File: src/rtl/instruction_fetch_unit_if.sv
// Instruction-memory read bus between the fetch unit (master) and memory (slave).
interface instruction_fetch_unit_if;
  logic        mem_req;
  logic [31:0] mem_addr;
  logic        mem_ack;
  logic [31:0] mem_rdata;

  modport master (
    output mem_req,
    output mem_addr,
    input  mem_ack,
    input  mem_rdata
  );

  modport slave (
    input  mem_req,
    input  mem_addr,
    output mem_ack,
    output mem_rdata
  );
endinterface

File: src/rtl/instruction_fetch_unit.sv
// Instruction fetch unit: PC register, next-PC select and a three-state
// IDLE/REQ/DONE fetch sequencer that loads the instruction register.
module instruction_fetch_unit #(
  parameter logic [31:0] RESET_PC = 32'h0000_0000
) (
  input  logic                        clk,
  input  logic                        rst_n,
  input  logic                        fetch_start,
  input  logic                        pc_write,
  input  logic [1:0]                  pc_src,
  input  logic [31:0]                 branch_target,
  input  logic [31:0]                 jump_target,
  input  logic [31:0]                 reg_target,
  instruction_fetch_unit_if.master    mem,
  output logic [31:0]                 instr,
  output logic                        instr_valid,
  output logic [31:0]                 pc_out,
  output logic [31:0]                 pc_plus4,
  output logic [25:0]                 immediate,
  output logic                        busy
);

  typedef enum logic [1:0] {
    IDLE = 2'd0,
    REQ  = 2'd1,
    DONE = 2'd2
  } state_t;

  localparam logic [31:0] RESET_PC_ALIGNED = {RESET_PC[31:2], 2'b00};

  state_t      state_r;
  state_t      next_state_s;
  logic [31:0] pc_r;
  logic [31:0] ir_r;
  logic [31:0] pc_plus4_s;
  logic [31:0] sel_pc_s;
  logic        pc_load_s;
  logic        ir_load_s;

  assign pc_plus4_s = pc_r + 32'd4;
  // PC is frozen during REQ so the memory sees one stable address per request.
  assign pc_load_s  = pc_write && (state_r != REQ);
  assign ir_load_s  = (state_r == REQ) && mem.mem_ack;

  // Fetch sequencer state register.
  always_ff @(posedge clk or negedge rst_n) begin
    if (!rst_n) begin
      state_r <= IDLE;
    end else begin
      state_r <= next_state_s;
    end
  end

  // Next-state logic; fetch_start outside IDLE is dropped, not queued.
  always_comb begin
    next_state_s = state_r;
    case (state_r)
      IDLE: begin
        if (fetch_start) begin
          next_state_s = REQ;
        end else begin
          next_state_s = IDLE;
        end
      end
      REQ: begin
        if (mem.mem_ack) begin
          next_state_s = DONE;
        end else begin
          next_state_s = REQ;
        end
      end
      DONE:    next_state_s = IDLE;
      default: next_state_s = IDLE;
    endcase
  end

  // Next-PC source select.
  always_comb begin
    sel_pc_s = pc_plus4_s;
    case (pc_src)
      2'b00:   sel_pc_s = pc_plus4_s;
      2'b01:   sel_pc_s = branch_target;
      2'b10:   sel_pc_s = jump_target;
      2'b11:   sel_pc_s = reg_target;
      default: sel_pc_s = pc_plus4_s;
    endcase
  end

  // PC register; targets are word-aligned by clearing the low two bits.
  always_ff @(posedge clk or negedge rst_n) begin
    if (!rst_n) begin
      pc_r <= RESET_PC_ALIGNED;
    end else if (pc_load_s) begin
      pc_r <= {sel_pc_s[31:2], 2'b00};
    end
  end

  // Instruction register, loaded only on the edge that completes a request.
  always_ff @(posedge clk or negedge rst_n) begin
    if (!rst_n) begin
      ir_r <= 32'h0000_0000;
    end else if (ir_load_s) begin
      ir_r <= mem.mem_rdata;
    end
  end

  // Handshake outputs decode the state register only, so reset clears them at once.
  assign mem.mem_req  = (state_r == REQ);
  assign mem.mem_addr = pc_r;
  assign instr_valid  = (state_r == DONE);
  assign busy         = (state_r != IDLE);
  assign instr        = ir_r;
  assign immediate    = ir_r[25:0];
  assign pc_out       = pc_r;
  assign pc_plus4     = pc_plus4_s;

endmodule

File: src/flat_wrapper.sv
// flat-port wrapper written by rule: the top's interface ports become plain ports
module instruction_fetch_unit_flat 
#(
  parameter logic [31:0] RESET_PC = 32'h0000_0000
)
  (clk, rst_n, fetch_start, pc_write, pc_src, branch_target, jump_target, reg_target, instr, instr_valid, pc_out, pc_plus4, immediate, busy, mem_mem_req, mem_mem_addr, mem_mem_ack, mem_mem_rdata);
  instruction_fetch_unit_if mem_i ();
  input  logic clk;
  input  logic rst_n;
  input  logic fetch_start;
  input  logic pc_write;
  input  logic [1:0] pc_src;
  input  logic [31:0] branch_target;
  input  logic [31:0] jump_target;
  input  logic [31:0] reg_target;
  output logic [31:0] instr;
  output logic instr_valid;
  output logic [31:0] pc_out;
  output logic [31:0] pc_plus4;
  output logic [25:0] immediate;
  output logic busy;
  output wire logic [$bits(mem_i.mem_req)-1:0] mem_mem_req;
  output wire logic [$bits(mem_i.mem_addr)-1:0] mem_mem_addr;
  input wire logic [$bits(mem_i.mem_ack)-1:0] mem_mem_ack;
  input wire logic [$bits(mem_i.mem_rdata)-1:0] mem_mem_rdata;
  assign mem_mem_req = mem_i.mem_req;
  assign mem_mem_addr = mem_i.mem_addr;
  assign mem_i.mem_ack = mem_mem_ack;
  assign mem_i.mem_rdata = mem_mem_rdata;
  instruction_fetch_unit #(.RESET_PC(RESET_PC)) u_core (.clk(clk), .rst_n(rst_n), .fetch_start(fetch_start), .pc_write(pc_write), .pc_src(pc_src), .branch_target(branch_target), .jump_target(jump_target), .reg_target(reg_target), .mem(mem_i), .instr(instr), .instr_valid(instr_valid), .pc_out(pc_out), .pc_plus4(pc_plus4), .immediate(immediate), .busy(busy));
endmodule
File: config.mk
export PLATFORM = sky130hd
export DESIGN_NAME = instruction_fetch_unit_flat
export DESIGN_NICKNAME = d
export VERILOG_FILES = /design/src/rtl/instruction_fetch_unit_if.sv /design/src/rtl/instruction_fetch_unit.sv /design/src/flat_wrapper.sv
export SDC_FILE = /design/constraint.sdc
export NUM_CORES = 1
export LEC_CHECK = 0
export ABC_CLOCK_PERIOD_IN_PS = 2800
export CORE_MARGIN = 2
export CORE_UTILIZATION = 37
export CTS_CLUSTER_SIZE = 25
export DETAILED_ROUTE_END_ITERATION = 8
export PLACE_DENSITY = 0.81
export SLEW_MARGIN = 30
export SYNTH_ARGS = -nofsm -noshare
export SYNTH_HDL_FRONTEND = slang
export SYNTH_SLANG_ARGS = --single-unit
File: constraint.sdc
create_clock -name clk -period 2.8 [get_ports clk]
set_clock_uncertainty 0.1 [all_clocks]
set_input_delay 0.42 -clock clk [delete_from_list [all_inputs] [get_ports clk]]
set_output_delay 0.42 -clock clk [all_outputs]
set_load 0.05 [all_outputs]
==> results of run 1 <==
==> worst max-delay path: cells and delay by family, from the launching register on <==
family	cells	cell delay, ns
flip-flops	1	0.43
AND/OR/NAND/NOR	3	0.87
XOR/XNOR	1	0.20
adder cells (fa/ha/maj)	1	0.18
buffers and inverters	1	0.16
==> kinds of logic (layout without fill, tap and decap cells) <==
family | after synthesis | in the layout | share of synthesized area (%)
adder cells (fa/ha/maj) | 1 | 1 | 0.2732
AND/OR/NAND/NOR | 101 | 101 | 13.58
XOR/XNOR | 28 | 28 | 5.355
other | 1 | 6 | 0.08189
AO/OA/AOI/OAI | 99 | 99 | 14.86
buffers and inverters | 96 | 325 | 13.63
multiplexers | 64 | 64 | 17.24
flip-flops | 64 | 64 | 34.97
==> placed cells by master, fill, tap and decap left out, types with 4 or more instances in the layout <==
master,n
xnor2_2,8
a22o_1,5
buf_4,26
o221ai_1,4
xnor2_1,11
buf_12,22
a21oi_1,18
clkbuf_16,9
a22oi_1,6
clkdlybuf4s50_1,251
inv_1,6
a2bb2oi_1,4
mux2i_1,8
nand3_1,7
mux4_2,7
nand2_1,31
xor2_2,6
and3_1,6
o22ai_1,11
dfrtp_2,5
nand4_1,6
nor2_1,12
conb_1,6
a31oi_1,5
mux2_2,49
o21ai_0,14
o22a_1,9
dfrtp_1,59
==> state kept, by name, summed over array words and instances, names as in the netlist <==
| register | count |
|---|---|
| u_core.state_r | 2 |
| u_core.mem.mem_addr | 30 |
| u_core.instr | 32 |
==> routing by layer <==
metal,up-vias,track usage [%],share of wire [%]
met5,-,0,0
met4,0,9.076,2.7
met3,31,4.481,7.6
met2,227,42.86,53
met1,2101,27.72,37
li1,2045,-,-
==> worst max path at each step <==
stage	slack [ns]	cells past startpoint	to	from
floorplan	0.004	5	pc_plus4[16]	u_core.mem.mem_addr[6]
global placement	0.28	6	pc_plus4[30]	u_core.mem.mem_addr[2]
detailed placement	0.29	6	pc_plus4[30]	u_core.mem.mem_addr[2]
CTS	0.004	5	pc_plus4[30]	u_core.mem.mem_addr[6]
global route	-0.009	7	pc_plus4[20]	u_core.mem.mem_addr[2]
finish	0.09	6	pc_plus4[24]	u_core.mem.mem_addr[2]
==> final cells by class <==
type	instances	area [µm²]
clock inverters	6	91.34
fillers	944	4177
repair buffers	302	3191
multi-input cells	299	2520
well taps	168	210.2
inverters	7	26.28
clock buffers	10	239.0
flip-flops and latches	64	1608
==> power breakdown <==
group / internal [mW] / switching [mW] / total (mW)
logic: 1.84 / 3.13 / 4.96
registers: 1.20 / 0.370 / 1.57
clock network: 0.806 / 0.436 / 1.24
total: 3.85 / 3.93 / 7.78
==> what timing repair did <==
action / CTS / global route
buffers inserted: 0 / 3
setup endpoints to repair: 6 / 14
resized for setup: 3 / 9
hold buffers: 0 / 1
pin swaps: 0 / 2
endpoints found under the hold margin: 0 / 18
==> flow_summary.ini, run 1 <==
[status]
outcome = complete, no violations

[worst_setup_path]
cpMaxStageDelayCell = or4_4
required_ns = 2.28
rrSetupSlack_ns = 0.66
arrival_ns = 2.19
reg2reg_from = u_core.state_r[0]
cp-start-kind = register
critPathKind = register to output pin
worstReg2RegEnd = u_core.mem.mem_addr[23]
slowest_delay_ns = 0.56
rr_worst_depth = 5
end_kind = output pin
path_max_fanout = 6
worstPathCellList = ha_4, nand3_2, or4_4, nor2_2, xor2_2, buf_12

[clocking]
cts_root_buf = clkbuf_16
htreeDepth = 3
cts_sinks = 64
cts_buffers = 9
cts_buffer_depth = 2
clk_latency_ns = 0.33
tritoncts = built
clkTransAtPathRegs_ns = 0.06

[sta]
finalSetupViolCount = 0
tns_ns = 0
hold_viol_final = 0
slew_headroom_pct = 43.44
fin_crit_sh_pct = 96.77
slew_viol_final = 0
tightest_slew_ns = 0.8467
timing.final.crit_period_ns = 2.710
fin_ws_ns = 0.09043
hold_slack_ns = 0.3710
rsz0062_at_grt = true
max_clock_freq_mhz = 369.1

[grt]
grt_pass1_vias = 4431
grt_pass1_wl_mm = 24.23
grt_max_degree = 65
gr-total-overflow = 0
antenna_found_initial = 0
grt.total_usage_pct = 23.69

[floorplanning]
initial_core_util_pct = 37.97
io_pins = 292
core_region_area_mm2 = 0.01206
die_width_um = 115.3
die_h_um = 115.3
row_count = 40
die_area_mm2 = 0.01328

[layout]
syn2layout_area_growth_pct = 72.19
drive_above_1_share_pct = 24.85
final_util_pct = 65.37
layout.cells.non_filler = 856
nets = 819
diodes = 0
final_area_mm2 = 0.007885

[placed_design]
dp_cells = 835
portBuffers = 279
place_ws_ns = 0.2898
placed_cell_area_mm2 = 0.007446
routabilityCongestion = 0.8159
hpwlAfterDp_mm = 12.56

[drt]
viasPerCell = 5.145
wl_per_cell_um = 18.63
vias = 4404
drc = 0
drtAntennaViolNets = 0
drt_iter0_markers = 285
routed_wl_mm = 15.95
dr.pass1.iters = 4

[worst_hold_path]
hp-start = u_core.state_r[1]
hold_path_class = register to register
min_to = u_core.state_r[0]
hold_depth = 1

[synthesis]
synth-edff-count = 0
synthTopCellsByCount = dfrtp_1 (64), buf_4 (62), mux2_2 (49), nand2_1 (31), xnor2_1 (19)
synth_flop_cell = dfrtp_1
syn_inst = 454
ys_types = 65
synthArstFlopShare_pct = 100.0
ys_ff_latch = 64
synth_top_area_share_pct = 34.97
synth_top_area_cell = dfrtp_1
yosysSeqAreaShare_pct = 34.97
synth.area.top_cells = dfrtp_1 (35%), mux2_2 (12%), buf_4 (10%), xnor2_1 (3.6%), mux4_2 (3.4%)
yosysMostFrequentCell = dfrtp_1
yosysWarnings = 0
synth.cell_area_mm2 = 0.004579
avgSynthCellArea_um2 = 10.09

[pwr]
total_leakage_power_nw = 3.183
peakVddDrop_mv = 0.6205
power_mw = 7.780
p_per_area_mw_per_mm2 = 986.7

[run]
maxCapViolations = 0
Note: power is estimated with default switching activity, not from simulation.
==> run 2: changes to the inputs <==
RECOVER_POWER = 100   (was not set)
==> run 2 against run 1 <==
Sequential power hardly changed. Worst hold slack gained 0.0011 ns. Sequential share of layout area increased by 0.14 points. Non-clock buffer count is the same. Register-to-register slack lost 0.39 ns. Clock power about the same. First-iteration DRC count increased by 7.7%. Flip-flop and latch count did not move. Clock-buffer cell count did not move. Critical endpoint is now pc_plus4[14]. Die area unchanged. Power down 2.7%. Routed wire length increased by 0.38%.
==> flow_summary.ini, run 2 (synthesis results as in run 1) <==
[layout]
final_cell_mix = clkdlybuf4s50_1 (142), dlygate4sd3_1 (110), dfrtp_1 (59), mux2_2 (49), nand2_1 (31)
diodes = 0
layout_commonest_cell = clkdlybuf4s50_1
seq_area_mm2 = 0.001608
fillCellCount = 953
layout.cells.non_filler = 856
nets = 819
syn2layout_area_growth_pct = 70.98
drive_above_1_share_pct = 23.84
multi_input_comb_area_mm2 = 0.002516
largest_register_ffs = 32

[pwr]
switching_share_pct = 51.71
peakVddDrop_mv = 0.6467
power.internal_mw = 3.656
combPwrFrac_pct = 63.0
p_switching_mw = 3.915
p_per_area_mw_per_mm2 = 966.9
total_leakage_power_nw = 3.182
p_clk_share_pct = 16.4
power_frac_seq_pct = 20.5

[clocking]
clk_latency_ns = 0.33
cts_root_buf = clkbuf_16
clkTransAtPathRegs_ns = 0.06
htreeDepth = 3
cts_sinks = 64
cts_buffer_depth = 2
tritoncts = built
cts_buffers = 9

[worst_hold_path]
hold_path_class = register to register

[drt]
vias = 4436
routed_wl_mm = 16.01
drtAntennaViolNets = 0
drt_iter0_markers = 307
viasPerCell = 5.182
dr.pass1.iters = 4
drc = 0
wl_per_cell_um = 18.70

[grt]
grt_pass1_wl_mm = 24.23
gr-total-overflow = 0
grt_pass1_vias = 4431
grt_max_degree = 65
antenna_found_initial = 0
grt.total_usage_pct = 23.69

[sta]
rsz0062_at_grt = true
slew_headroom_pct = 15.16
tightest_slew_ns = 1.273
finalSetupViolCount = 0
timing.final.crit_period_ns = 2.719
tns_ns = 0
max_clock_freq_mhz = 367.8
hold_viol_final = 0
slew_viol_final = 0
fin_crit_sh_pct = 97.10

[worst_setup_path]
path_max_fanout = 6
cp-start-kind = register
worstPathCellList = ha_4, nand3_2, buf_4, nor3_1, nand2_1, xnor2_1, buf_12
rrSetupSlack_ns = 0.27
cp_top_family = simple AND/OR/NAND/NOR gates
crit_buf_inv = 2
slowest_delay_ns = 0.43
cpMaxStageDelayCell = dfrtp_2
arrival_ns = 2.20
critPathKind = register to output pin
required_ns = 2.28
end_kind = output pin

[floorplanning]
core_region_area_mm2 = 0.01206
row_count = 40
initial_core_util_pct = 37.97
die_area_mm2 = 0.01328
io_pins = 292
die_h_um = 115.3
die_width_um = 115.3

[placed_design]
routabilityCongestion = 0.8159
dp_cells = 835
portBuffers = 279
hpwlAfterDp_mm = 12.56

[run]
maxCapViolations = 0

[status]
outcome = complete, no violations
## run 2: final cells by class
cell class | count | area share (%)
Clock inverter | 6 | 1.167
Multi-Input combinational cell | 299 | 32.13
Sequential cell | 64 | 20.53
Tap cell | 168 | 2.685
Inverter | 7 | 0.3356
Timing Repair Buffer | 302 | 40.09
Clock buffer | 10 | 3.052
## run 2: through the flow
step           power, mW  instance area (µm²)  hold slack, ns  util [%]  worst slack [ns]
3_5_place_dp       6.533                 7446          0.3594     61.73            0.2898
2_1_floorplan      4.938                 4698         0.02441         -          0.004189
5_1_grt            7.869                 7830          0.3905     64.92         -0.008659
3_3_place_gp       6.467                 7446          0.3494     61.73            0.2841
6_report           7.571                 7830          0.3721     64.92           0.08127
4_1_cts            7.824                 7796          0.1276     64.64          0.004217
## run 2: per-layer routing
layer	global-route usage [%]	up-vias	wire [µm]
met1	27.72	2135	6039
met2	42.86	223	8428
met5	0	-	0
met3	4.481	32	1075
li1	-	2046	-
met4	9.076	0	464
## run 2: worst paths after layout
path                                             start                     end  depth (start not counted)
worst max-delay path            u_core.mem.mem_addr[2]            pc_plus4[14]                          7
worst min-delay path                 u_core.state_r[1]       u_core.state_r[0]                          1
worst max register to register       u_core.state_r[0]         u_core.instr[1]                          4
worst min register to register       u_core.state_r[1]       u_core.state_r[0]                          1
max in group asynchronous                        rst_n  u_core.mem.mem_addr[6]                          3
min in group asynchronous                        rst_n  u_core.mem.mem_addr[2]                          2
## run 2: worst register-to-register path, stage by stage, from the launching register on
cell and delay (ns):
dfrtp_1 0.40, nor2b_1 0.19, nand2_1 0.30, clkbuf_1 0.97, mux2_2 0.44
## run 2: power by group through the flow
stage	Combinational [mW]	Sequential [mW]	Clock [mW]
floorplan	2.48	2.46	0
global placement	4.91	1.56	0
detailed placement	4.95	1.59	0
CTS	4.97	1.57	1.28
global route	4.95	1.61	1.31
finish	4.77	1.55	1.25
## run 2: repair_timing
| action | 4_1_cts | 5_1_grt |
|---|---|---|
| setup buffers | 0 | 3 |
| gates resized for setup | 3 | 9 |
| pin swaps | 0 | 2 |
| hold buffers | 0 | 1 |
| setup endpoints to repair | 6 | 14 |
| endpoints found under the hold margin | 0 | 18 |
==> run 3: changes to the inputs <==
ABC_CLOCK_PERIOD_IN_PS = 2700   (was 2800)
PLACE_DENSITY = 0.79   (was 0.81)
clock period = 2.7 ns   (was 2.8 ns; I/O delays follow)
==> run 3 against run 2 <==
The flow now finishes with violations (max-capacitance violations, max-slew violations). Core utilization is 0.71 points lower. Critical path depth decreased by 2. Setup slack got worse by 0.017 ns. Non-clock buffer count increased by 2. Critical path type unchanged. Largest power group unchanged. Highest routed layer unchanged.
==> flow_summary.ini, run 3 (synthesis results as in run 1) <==
[worst_setup_path]
rrSetupSlack_ns = 0.64
cp-start-kind = register
crit_buf_inv = 1
rr_worst_depth = 7
worstReg2RegEnd = u_core.mem.mem_addr[12]
worstPathCellList = nand3_2, or4_4, nor2_4, xor2_2, buf_12
path_max_fanout = 10
arrival_ns = 2.13
required_ns = 2.19
slowest_delay_ns = 0.60
end_kind = output pin
reg2reg_from = u_core.mem.mem_addr[2]
critPathKind = register to output pin
cp_top_family = simple AND/OR/NAND/NOR gates
cpMaxStageDelayCell = or4_4

[floorplanning]
initial_core_util_pct = 37.97
die_width_um = 115.3
die_h_um = 115.3
core_region_area_mm2 = 0.01206
row_count = 40
die_area_mm2 = 0.01328
io_pins = 292

[layout]
syn2layout_area_growth_pct = 69.13
layout_commonest_cell = dlygate4sd3_1
diodes = 0
largest_register_ffs = 32
multi_input_comb_area_mm2 = 0.002467
drive_above_1_share_pct = 23.62
final_cell_mix = dlygate4sd3_1 (127), clkdlybuf4s50_1 (124), mux2_2 (49), dfrtp_1 (49), nand2_1 (30)
nets = 821
fillCellCount = 1019
final_area_mm2 = 0.007745
seq_area_mm2 = 0.001620
final_util_pct = 64.21

[grt]
grt_pass1_wl_mm = 24.80
grt_use_met1_pct = 28.56
busiest_layer = met2
grt_max_degree = 38
grt_use_met2_pct = 44.24
antenna_found_initial = 0
grt_pass1_vias = 4602
grt.total_usage_pct = 24.35
met3_usage_pct = 5.746
gr-total-overflow = 0

[status]
outcome = complete, but fails checks
failed_checks = max-capacitance violations, max-slew violations

[worst_hold_path]
hp-start = u_core.state_r[1]
min_to = u_core.state_r[0]
hold_depth = 1
hold_path_class = register to register

[clocking]
cts_buffers = 9
tritoncts = built
cts_root_buf = clkbuf_16
cts_buffer_depth = 2
cts_sinks = 64
clk_latency_ns = 0.33
clkTransAtPathRegs_ns = 0.05
htreeDepth = 3

[sta]
rsz0062_at_grt = false
hold_slack_ns = 0.3704
tns_ns = 0
finalSetupViolCount = 0
tightest_slew_ns = 1.742
max_clock_freq_mhz = 379.4
slew_viol_final = 28
fin_crit_sh_pct = 97.63
hold_viol_final = 0
slew_headroom_pct = -16.10
timing.final.crit_period_ns = 2.636

[drt]
vias = 4495
drt_iter0_markers = 223
wl_per_cell_um = 19.30
dr.pass1.iters = 4
drtAntennaViolNets = 0
routed_wl_mm = 16.56
viasPerCell = 5.239
drc = 0

[pwr]
power_mw = 7.603
peakVddDrop_mv = 0.4678
total_leakage_power_nw = 3.120
p_per_area_mw_per_mm2 = 981.6

[placed_design]
routabilityCongestion = 0.8161
portBuffers = 279
placed_cell_area_mm2 = 0.007543
hpwlAfterDp_mm = 13.05

[run]
maxCapViolations = 1
run 3: worst max path at each step:
stage,startpoint,cells after the start,endpoint
after CTS,u_core.mem.mem_addr[10],5,pc_plus4[27]
after detailed placement,u_core.mem.mem_addr[2],7,pc_plus4[26]
final,u_core.mem.mem_addr[6],5,pc_plus4[24]
after floorplan,u_core.mem.mem_addr[3],6,u_core.mem.mem_addr[8]
after global routing,u_core.mem.mem_addr[2],7,pc_plus4[29]
after global placement,pc_src[1],7,u_core.mem.mem_addr[30]
run 3: repair_timing:
item,in CTS,in global routing
pin swaps,1,0
resized for setup,5,13
hold buffers,0,0
gates cloned,0,0
buffers inserted,2,0
setup endpoints to repair,14,9
run 3: routing by layer:
layer	vias to the layer above	share of wire, %
met5	-	0
met4	0	2.1
met3	27	8.3
met2	245	52
met1	2169	37
li1	2054	-
run 3: power by group:
group,internal [mW],switching (mW),leakage (nW)
logic,1.66,3.27,2.26
clock network,0.673,0.393,0.131
registers,1.26,0.350,0.730
total,3.59,4.01,3.12
run 3: cell type report:
type | instances | area share, %
repair buffers | 304 | 40.66
multi-input cells | 299 | 31.86
flip-flops and latches | 64 | 20.92
clock buffers | 16 | 3.506
well taps | 168 | 2.714
inverters | 7 | 0.3393
run 3: metrics by stage:
stage	setup WS [ns]	cells
finish	0.06399	858
global route	0.00005573	858
CTS	0.009025	858
detailed placement	0.1366	840
global placement	0.2170	840
floorplan	-0.03878	459
